[config.mk]
export PLATFORM = sky130hd
export DESIGN_NAME = traffic_light_ctrl
export DESIGN_NICKNAME = d
export VERILOG_FILES = /design/src/rtl/traffic_light_ctrl.sv
export SDC_FILE = /design/constraint.sdc
export NUM_CORES = 1
export LEC_CHECK = 0
export CAP_MARGIN = 20
export CORE_MARGIN = 4
export CORE_UTILIZATION = 38
export CTS_BUF_LIST = sky130_fd_sc_hd__clkbuf_4 sky130_fd_sc_hd__clkbuf_8 sky130_fd_sc_hd__clkbuf_16
export DETAILED_ROUTE_END_ITERATION = 16
export PLACE_DENSITY = 0.82
export SYNTH_ARGS = -nofsm -noshare
export SYNTH_HDL_FRONTEND = slang
export SYNTH_SLANG_ARGS = --single-unit
[constraint.sdc]
create_clock -name clk -period 4.5 [get_ports clk]
set_clock_uncertainty 0.05 [all_clocks]
set_input_delay 0.9 -clock clk [delete_from_list [all_inputs] [get_ports clk]]
set_output_delay 0.9 -clock clk [all_outputs]
set_load 0.05 [all_outputs]
[src/rtl/traffic_light_ctrl.sv]
// traffic_light_ctrl: phase sequencer that reloads the countdown timer and drives the lamps
module traffic_light_ctrl #(
  parameter int FLASH_HALF = 5,
  parameter int TW = 32
) (
  input  logic          clk,
  input  logic          rst_n,
  input  logic          en,
  input  logic          flash_req,
  input  logic [TW-1:0] timer,
  output logic          load,
  output logic [1:0]    current_state,
  output logic          lamp_g,
  output logic          lamp_y,
  output logic          lamp_r,
  output logic          phase_done
);
  localparam int FW = $clog2(FLASH_HALF + 1);
  typedef enum logic [1:0] {GREEN, YELLOW, RED, FLASH} color_t;
  typedef enum logic [1:0] {LOAD, ARM, COUNT} phase_t;
  color_t color, color_n;
  phase_t phase, phase_n;
  logic [FW-1:0] fcnt, fcnt_n;
  logic load_n, done_n, blink_n, wrap;
  assign wrap = fcnt == FW'(FLASH_HALF - 1);
  assign current_state = color;
  always_comb begin
    color_n = color;
    phase_n = phase;
    fcnt_n = '0;
    load_n = 1'b0;
    done_n = 1'b0;
    blink_n = 1'b1;
    if (flash_req) begin
      color_n = FLASH;
      fcnt_n = (color != FLASH || wrap) ? '0 : fcnt + 1'b1;
      blink_n = (color != FLASH) ? 1'b1 : lamp_y ^ wrap;
    end else if (color == FLASH) begin
      color_n = RED;
      phase_n = LOAD;
    end else if (en) begin
      if (phase == LOAD) begin
        load_n = 1'b1;
        phase_n = ARM;
      end else if (phase == ARM) begin
        // the timer may still show a stale zero until the reload lands
        phase_n = COUNT;
      end else if (timer == '0) begin
        color_n = (color == GREEN) ? YELLOW : (color == YELLOW) ? RED : GREEN;
        load_n = 1'b1;
        done_n = 1'b1;
        phase_n = ARM;
      end
    end
  end
  always_ff @(posedge clk or negedge rst_n) begin
    if (!rst_n) begin
      color <= GREEN;
      phase <= LOAD;
      fcnt <= '0;
      load <= 1'b0;
      phase_done <= 1'b0;
      lamp_g <= 1'b1;
      lamp_y <= 1'b0;
      lamp_r <= 1'b0;
    end else begin
      color <= color_n;
      phase <= phase_n;
      fcnt <= fcnt_n;
      load <= load_n;
      phase_done <= done_n;
      lamp_g <= color_n == GREEN;
      lamp_y <= (color_n == FLASH) ? blink_n : color_n == YELLOW;
      lamp_r <= color_n == RED;
    end
  end
endmodule

### Yosys cells after proc, flatten, opt, wreduce, memory -nomap -nowiden

Index checks and enable logic that the tools add are counted.

* register bits after elaboration: 12
* word-level logic and storage cells: 55
* bits of input ports: 36
* output and inout bits: 7

* equality and inequality tests: 8
* bitwise operators: 2
* add/subtract/negate cells: 1
* reduce and logical (&&, ||, !) cells: 8
* muxes and demuxes: 28

Operator list (count)
* $logic_not A32 Y1: 1
* $mux W2: 13
* $mux W1: 13
* $eq A2 B1 Y1 const B: 3
* $eq A2 B2 Y1 const B: 3
* $logic_not A2 Y1: 3
* $mux W3: 2
* $reduce_bool A4 Y1: 1
* $add A3 B1 Y3 const B: 1
* $eq A3 B3 Y1 const B: 1
* $reduce_and A3 Y1: 1
* $ne A2 B2 Y1 const B: 1
* $reduce_bool A2 Y1: 1
* $logic_or A1 B1 Y1: 1
* $not A1 Y1: 1
* $xor A1 B1 Y1: 1

### Longest topological paths before layout

Gate-level depths: netlist of the first run.

* word-level depth: 11
* mapped depth: 6
* depth with buffers taken out: 6

### Worst setup path after synthesis of the first run

Ideal clock, no wire load.

* path kind: in2reg
* from: input port timer[26]
* to: register color[0] (netlist: current_state[0])
* data required time: 4324 ps
* path buffers: 1
* stages on the path: 5
* path slack: 2125 ps
* data arrival time: 2199 ps
* library setup time: 126 ps
* path through: nor4_1 nand4_1 or3_1 buf_6 a221o_1

* word-level cells in the longest chain between the ends: 7

Ends and longest elaborated chain
* start: declaration: RTL line 10 `input logic [TW-1:0] timer,`
* $logic_not A32 Y1: RTL line 48 `end else if (timer == '0) begin`
* $mux W2: RTL line 48
* $mux W2: RTL line 45 `end else if (phase == ARM) begin`
* $mux W2: RTL line 42 `if (phase == LOAD) begin`
* $mux W2: RTL line 41 `end else if (en) begin`
* $mux W2: RTL line 38 `end else if (color == FLASH) begin`
* $mux W2: RTL line 34 `if (flash_req) begin`
* named net color_n[0]: RTL line 21 `color_t color, color_n;`
* end signal: assignment: RTL line 67 `color <= color_n;`
* end: declaration: RTL line 21

The timed path passes the listed nets, and every way through them passes these cells.
A chain may end at the register's enable or synchronous reset.

### Final worst setup path of the first run

* from: input port timer[18]
* to: register color[0] (netlist: current_state[0])

The elaborated chain is that of the path after synthesis.

==> summary.txt, run 1 <==
Worst hold path
  • Hold Crit Depth: 2
  • Hold Crit Class: flop to flop

Worst setup path
  • Crit. End Element: flop
  • CP Data Required Time: 4.61 ns
  • Critical Path Max Stage Delay: 0.53 ns
  • Reg2Reg Depth: 3
  • Worst Setup Path Type: input port to flop
  • Top delay family on crit path: simple AND/OR/NAND/NOR gates
  • WP depth: 5
  • Crit path buffers/inverters: 1
  • CP Cell Sequence: clkdlybuf4s50_1, nor4_1, nand4_1, or3_1, a221o_1
  • CP Max Fanout: 5
  • R2R setup slack: 2.96 ns
  • CP Data Arrival Time: 2.72 ns
  • Critical-path top delay cell: or3_1
  • Startpoint Class: input port

STA
  • Fin. max-slew vios: 0
  • Min Tclk post-route: 2.615 ns
  • Final setup TNS: 0 ns
  • Tcrit/Tclk final: 0.5811
  • # setup viols final: 0
  • Worst setup margin: 1.885 ns
  • Max_slew headroom: 0.6656
  • Worst Max-Slew Pin Slew: 0.5000 ns
  • Final Hold Vio Count: 0
  • RSZ-0062 raised after global routing: no
  • Tightest hold margin: 0.5312 ns
  • F_max: 382.4 MHz

Clock tree
  • Cts hold-fix bufs: 0
  • CTS Root Cell: clkbuf_4
  • CTS tree: done
  • Clock buffer depth: 2
  • CTS buffer count: 3
  • Clock H-tree levels: 1
  • Clk sinks: 12
  • # resized after CTS: 0
  • Setup Fix Bufs, Post-CTS: 0
  • Clk_lat worst skew: 0.27 ns
  • Reg clk slew, reported paths: 0.07 ns

GRT
  • First-pass GRT wire length: 2.911 mm
  • Initial antenna violation count: 0
  • Pin count of the biggest net entering global routing: 13
  • Total GRT Usage: 0.1485
  • GRT overflow: 0
  • Vias in the first global route: 773

Pwr
  • Max VDD drop: 127.8 uV
  • P_sw: 75.61 uW
  • Clock power share: 0.291
  • Part of the power in registers: 0.448
  • P_leak: 0.0004757 uW
  • Logic pwr share: 0.261
  • PwrDens: 244.9 nW/um^2
  • Sw Share: 0.2651
  • Internal power: 209.6 uW

Placed design
  • Dpl ws: 1.588 ns
  • Placer Congestion: 0.6771
  • IO buf count: 42
  • Dpl hpwl: 1.625 mm

Detailed routing
  • Pre-antenna DRT Iters: 4
  • Detailed-route DRC error count: 0
  • Via count: 741
  • Antenna Nets Post-Route: 0
  • DRT iter0 DRCs: 7
  • Vias per cell: 5.182
  • Final wirelength: 1.815 mm
  • WL/cell: 12.69 microns

Floorplan
  • Die ar.: 2591 sq um
  • Placement Rows: 15
  • Chip Width: 50.90 microns
  • Initial core utilization: 0.4051
  • Core area: 1727 sq um
  • DIE HEIGHT: 50.90 microns
  • # IOs: 43

Layout
  • Area delta synth->final: 66.55%
  • Layout Nets: 157
  • Diode count: 0
  • Layout cell share with drive strength beyond 1: 0.05085

Synth
  • Cell Area, Synth: 699.4 sq um
  • Syn. warnings: 0
  • Top-count cell post-synth: dfrtp_1
  • Syn Inst Count: 76
  • Post-synthesis async set-or-reset flop share: 1.000
  • Register bit total from synthesis: 12
  • Syn avg cell area: 9.203 sq um
  • Synth Flop Type: dfrtp_1
  • Synth area leaders: dfrtp_1 (39%), nor4_1 (6.3%), mux2i_1 (4.3%)
  • Number of flops mapped to enable cells by yosys: 0
  • Synth top area share: 0.3936
  • Sequential cell area fraction in the yosys report: 0.4311
  • Synth area leader: dfrtp_1
  • Syn Nets: 114
  • Netlist cell types: 29
  • Post-synth top cells: dfrtp_1 (11), nor4_1 (7), inv_1 (5), nor2_1 (5)

Run status
  • Status: finished clean

Job
  • Max-Cap Viols: 0
final timing paths:
| check | from | to |
|---|---|---|
| worst max register to register | phase[1] | current_state[0] |
| min in group asynchronous | rst_n | phase[1] |
| worst max-delay path | timer[18] | current_state[0] |
| worst min-delay path | fcnt[0] | fcnt[0] |
| max in group asynchronous | rst_n | lamp_g |
| worst min register to register | fcnt[0] | fcnt[0] |
power by group through the flow:
stage / Combinational (uW) / Sequential (uW) / Clock [uW]
final: 74.5 / 128 / 83.0
after global routing: 80.7 / 129 / 90.0
after CTS: 75.4 / 127 / 86.9
after detailed placement: 75.2 / 129 / 0
after global placement: 72.7 / 128 / 0
after floorplan: 25.2 / 134 / 0
stage by stage:
stage / cells / util / instance area [sq um] / power (uW)
2_1_floorplan: 76 / - / 699.4 / 158.9
3_5_place_dp: 139 / 0.6536 / 1129 / 204.5
6_report: 143 / 0.6746 / 1165 / 285.2
3_3_place_gp: 139 / 0.6536 / 1129 / 201.0
5_1_grt: 143 / 0.6746 / 1165 / 299.4
4_1_cts: 143 / 0.6746 / 1165 / 289.4
cells by family (layout without fill, tap and decap cells):
family / Yosys count / in the layout / share of synthesized area
flops: 12 / 12 / 0.4311
simple gates: 37 / 37 / 0.2969
compound gates: 13 / 13 / 0.1342
mux: 3 / 3 / 0.04294
buf+inv: 9 / 51 / 0.05903
fa+ha+maj: 2 / 2 / 0.03577
worst reg2reg max path, cell delays in order (launching register included):
cell     delay (ns)
dfrtp_1        0.46
nand2_1        0.10
or3_1          0.43
a221o_1        0.38
cells in the final DEF, fill, tap and decap left out, types with 3 or more instances in the layout:
cell type,instances
nor2_1,5
and2_1,4
nand2_1,4
a21oi_1,3
mux2i_1,3
clkdlybuf4s50_1,42
nor4_1,7
nor2b_1,3
inv_1,5
dfrtp_1,11
clkbuf_4,3
nor3_1,4
cell type report:
class,instances,area [sq um]
flip-flops and latches,12,301.5
well taps,25,31.28
clock buffers,4,36.28
inverters,5,18.77
repair buffers,42,420.4
fillers,151,561.8
multi-input cells,55,356.6
registers in the layout (all words and copies together), names as in the netlist:
signal         count
phase_done         1
load               1
current_state      2
lamp_r             1
lamp_y             1
phase              2
fcnt               3
lamp_g             1
metal layers:
metal	global-route usage	wire length, microns	vias to the layer above
met4	0.06726	6	0
met2	0.2876	955	45
met5	0	0	-
li1	-	-	358
met3	0.04082	216	2
met1	0.1421	636	336
No activity file was read; power rests on OpenSTA's default activity.
==> inputs of run 2 (changes only) <==
--- a/config.mk
+++ b/config.mk
@@ -6,11 +6,12 @@
 export NUM_CORES = 1
 export LEC_CHECK = 0
 export CAP_MARGIN = 20
+export CORE_ASPECT_RATIO = 0.7
 export CORE_MARGIN = 4
-export CORE_UTILIZATION = 38
+export CORE_UTILIZATION = 32
 export CTS_BUF_LIST = sky130_fd_sc_hd__clkbuf_4 sky130_fd_sc_hd__clkbuf_8 sky130_fd_sc_hd__clkbuf_16
 export DETAILED_ROUTE_END_ITERATION = 16
-export PLACE_DENSITY = 0.82
+export PLACE_DENSITY = 0.74
 export SYNTH_ARGS = -nofsm -noshare
 export SYNTH_HDL_FRONTEND = slang
 export SYNTH_SLANG_ARGS = --single-unit
==> constraint.sdc (replaced) <==
create_clock -name clk -period 2.16 [get_ports clk]
set_clock_uncertainty 0.05 [all_clocks]
set_input_delay 0.432 -clock clk [delete_from_list [all_inputs] [get_ports clk]]
set_output_delay 0.432 -clock clk [all_outputs]
set_load 0.05 [all_outputs]
==> run 2 against run 1 <==
- non-clock buffer count is 3 higher
- final cell count is 5.6% higher
- first-iteration DRC count grew to 4.3 times the previous value
- critical path depth is 4 lower
- power is 100% higher
- register-to-register slack worse by 2.3 ns
- count of clock-buffer cells in the layout stayed put
- flip-flop and latch count stayed put
- die area is 16% higher
- via count is 0.27% lower
- sequential share of layout area is 0.38 points lower
- critical path type is now flop to primary output
==> summary.txt, run 2 (synthesized netlist as in run 1, its figures left out) <==
Pwr
  • Internal power: 418.4 uW
  • Sw Share: 0.2802
  • Max VDD drop: 227.7 uV
  • P_leak: 0.0004862 uW
  • Logic pwr share: 0.269
  • P_sw: 162.9 uW
  • PwrDens: 491.6 nW/um^2
  • Clock power share: 0.272
  • Part of the power in registers: 0.459

Placed design
  • Dpl hpwl: 1.762 mm
  • Inst Count DP: 147
  • Dpl ws: -0.1226 ns
  • Placer Congestion: 0.8206
  • Placed Area: 1152 sq um
  • IO buf count: 42

STA
  • F_max: 486.2 MHz
  • RSZ-0062 raised after global routing: no
  • Tightest hold margin: 0.4462 ns
  • Final Hold Vio Count: 0
  • Max_slew headroom: 0.6450
  • Tcrit/Tclk final: 0.9522
  • Fin. max-slew vios: 0
  • Worst Max-Slew Pin Slew: 0.5308 ns
  • Min Tclk post-route: 2.057 ns
  • # setup viols final: 0
  • Worst setup margin: 0.1032 ns

GRT
  • Total GRT Usage: 0.1479
  • Initial antenna violation count: 0
  • Pin count of the biggest net entering global routing: 13
  • GRT overflow: 0
  • Vias in the first global route: 765
  • First-pass GRT wire length: 3.374 mm

Clock tree
  • Clk sinks: 12
  • Clock buffer depth: 2
  • CTS tree: done
  • Setup Fix Bufs, Post-CTS: 0
  • Clock H-tree levels: 1
  • Reg clk slew, reported paths: 0.08 ns
  • CTS Root Cell: clkbuf_4
  • # resized after CTS: 0
  • CTS buffer count: 3
  • Clk_lat worst skew: 0.28 ns
  • Cts hold-fix bufs: 0

Run status
  • Status: finished clean

Job
  • Max-Cap Viols: 0

Layout
  • Core Util, Final: 0.6008
  • Largest register FFs: 3
  • # fillers: 173
  • Largest Register: fcnt
  • Layout cell share with drive strength beyond 1: 0.09091
  • Diode count: 0
  • Most common cell after layout, fill and taps aside: clkdlybuf4s50_1
  • Area delta synth->final: 69.05%
  • Finished Cell Area: 1182 sq um
  • Number of non-filler instances in the completed layout: 151
  • Layout Nets: 160
  • Most frequent cells in the layout: clkdlybuf4s50_1 (40), dfrtp_1 (11), nor4_1 (7)
  • Multi-input combinational cell area: 356.6 sq um
  • Sequential cell area: 301.5 sq um

Detailed routing
  • Via count: 739
  • Antenna Nets Post-Route: 0
  • Final wirelength: 2.040 mm
  • DRT iter0 DRCs: 30
  • Vias per cell: 4.894
  • Detailed-route DRC error count: 0
  • Pre-antenna DRT Iters: 4
  • WL/cell: 13.51 microns

Worst setup path
  • Crit path buffers/inverters: 1
  • CP Cell Sequence: clkdlybuf4s50_1
  • Critical-path top delay cell: clkdlybuf4s50_1
  • CP Data Arrival Time: 1.57 ns
  • CP Max Fanout: 1
  • Worst Setup Path Type: flop to primary output
  • CP Data Required Time: 1.68 ns
  • Startpoint Class: flop
  • Crit. End Element: primary output
  • Critical Path Max Stage Delay: 0.79 ns
  • Top delay family on crit path: buffers and inverters

Floorplan
  • Placement Rows: 13
  • Chip Width: 63.88 microns
  • Die ar.: 3010 sq um
  • DIE HEIGHT: 47.12 microns
  • Core area: 1968 sq um
  • # IOs: 43
  • Initial core utilization: 0.3554

Worst hold path
  • Hold Crit Class: input port to async pin
## run 2: changes by cell type in the layout (fill, tap and decap cells not counted), sizes merged
cell / delta
buf: +5
clkdlybuf4s50: -2
## run 2: routing by layer
layer	routed length [microns]	track usage
met1	935	0.1740
met2	1043	0.2772
met3	61	0.04785
met4	0	0.02146
met5	0	0
## run 2: per-stage QoR
stage | setup TNS (ns) | power (uW)
after floorplan | 0 | 331.0
after global placement | -0.4820 | 422.0
after detailed placement | -0.4355 | 426.4
after CTS | 0 | 586.4
after global routing | 0 | 613.2
final | 0 | 581.3
## run 2: final timing paths
check                         from  slack (ns)       to  depth (start not counted)
max reg2reg                fcnt[0]        0.71   lamp_y                          6
min reg2reg                fcnt[0]        0.52  fcnt[0]                          2
min                          rst_n        0.45  fcnt[0]                          1
min in group clk           fcnt[0]        0.52  fcnt[0]                          2
max in group asynchronous    rst_n        1.24   lamp_g                          1
max                         lamp_g        0.10   lamp_g                          1
## run 2: power groups by stage
stage	Clock (uW)	Sequential (uW)	Combinational [uW]
2_1_floorplan	0	279	52.4
3_3_place_gp	0	270	152
3_5_place_dp	0	270	157
4_1_cts	163	265	158
5_1_grt	173	270	170
6_report	158	267	156
## run 2: layout make-up
type	count	area share
repair buffers	45	0.3704
well taps	30	0.03175
clock buffers	4	0.02540
flip-flops and latches	12	0.2550
multi-input cells	55	0.3016
inverters	5	0.01587
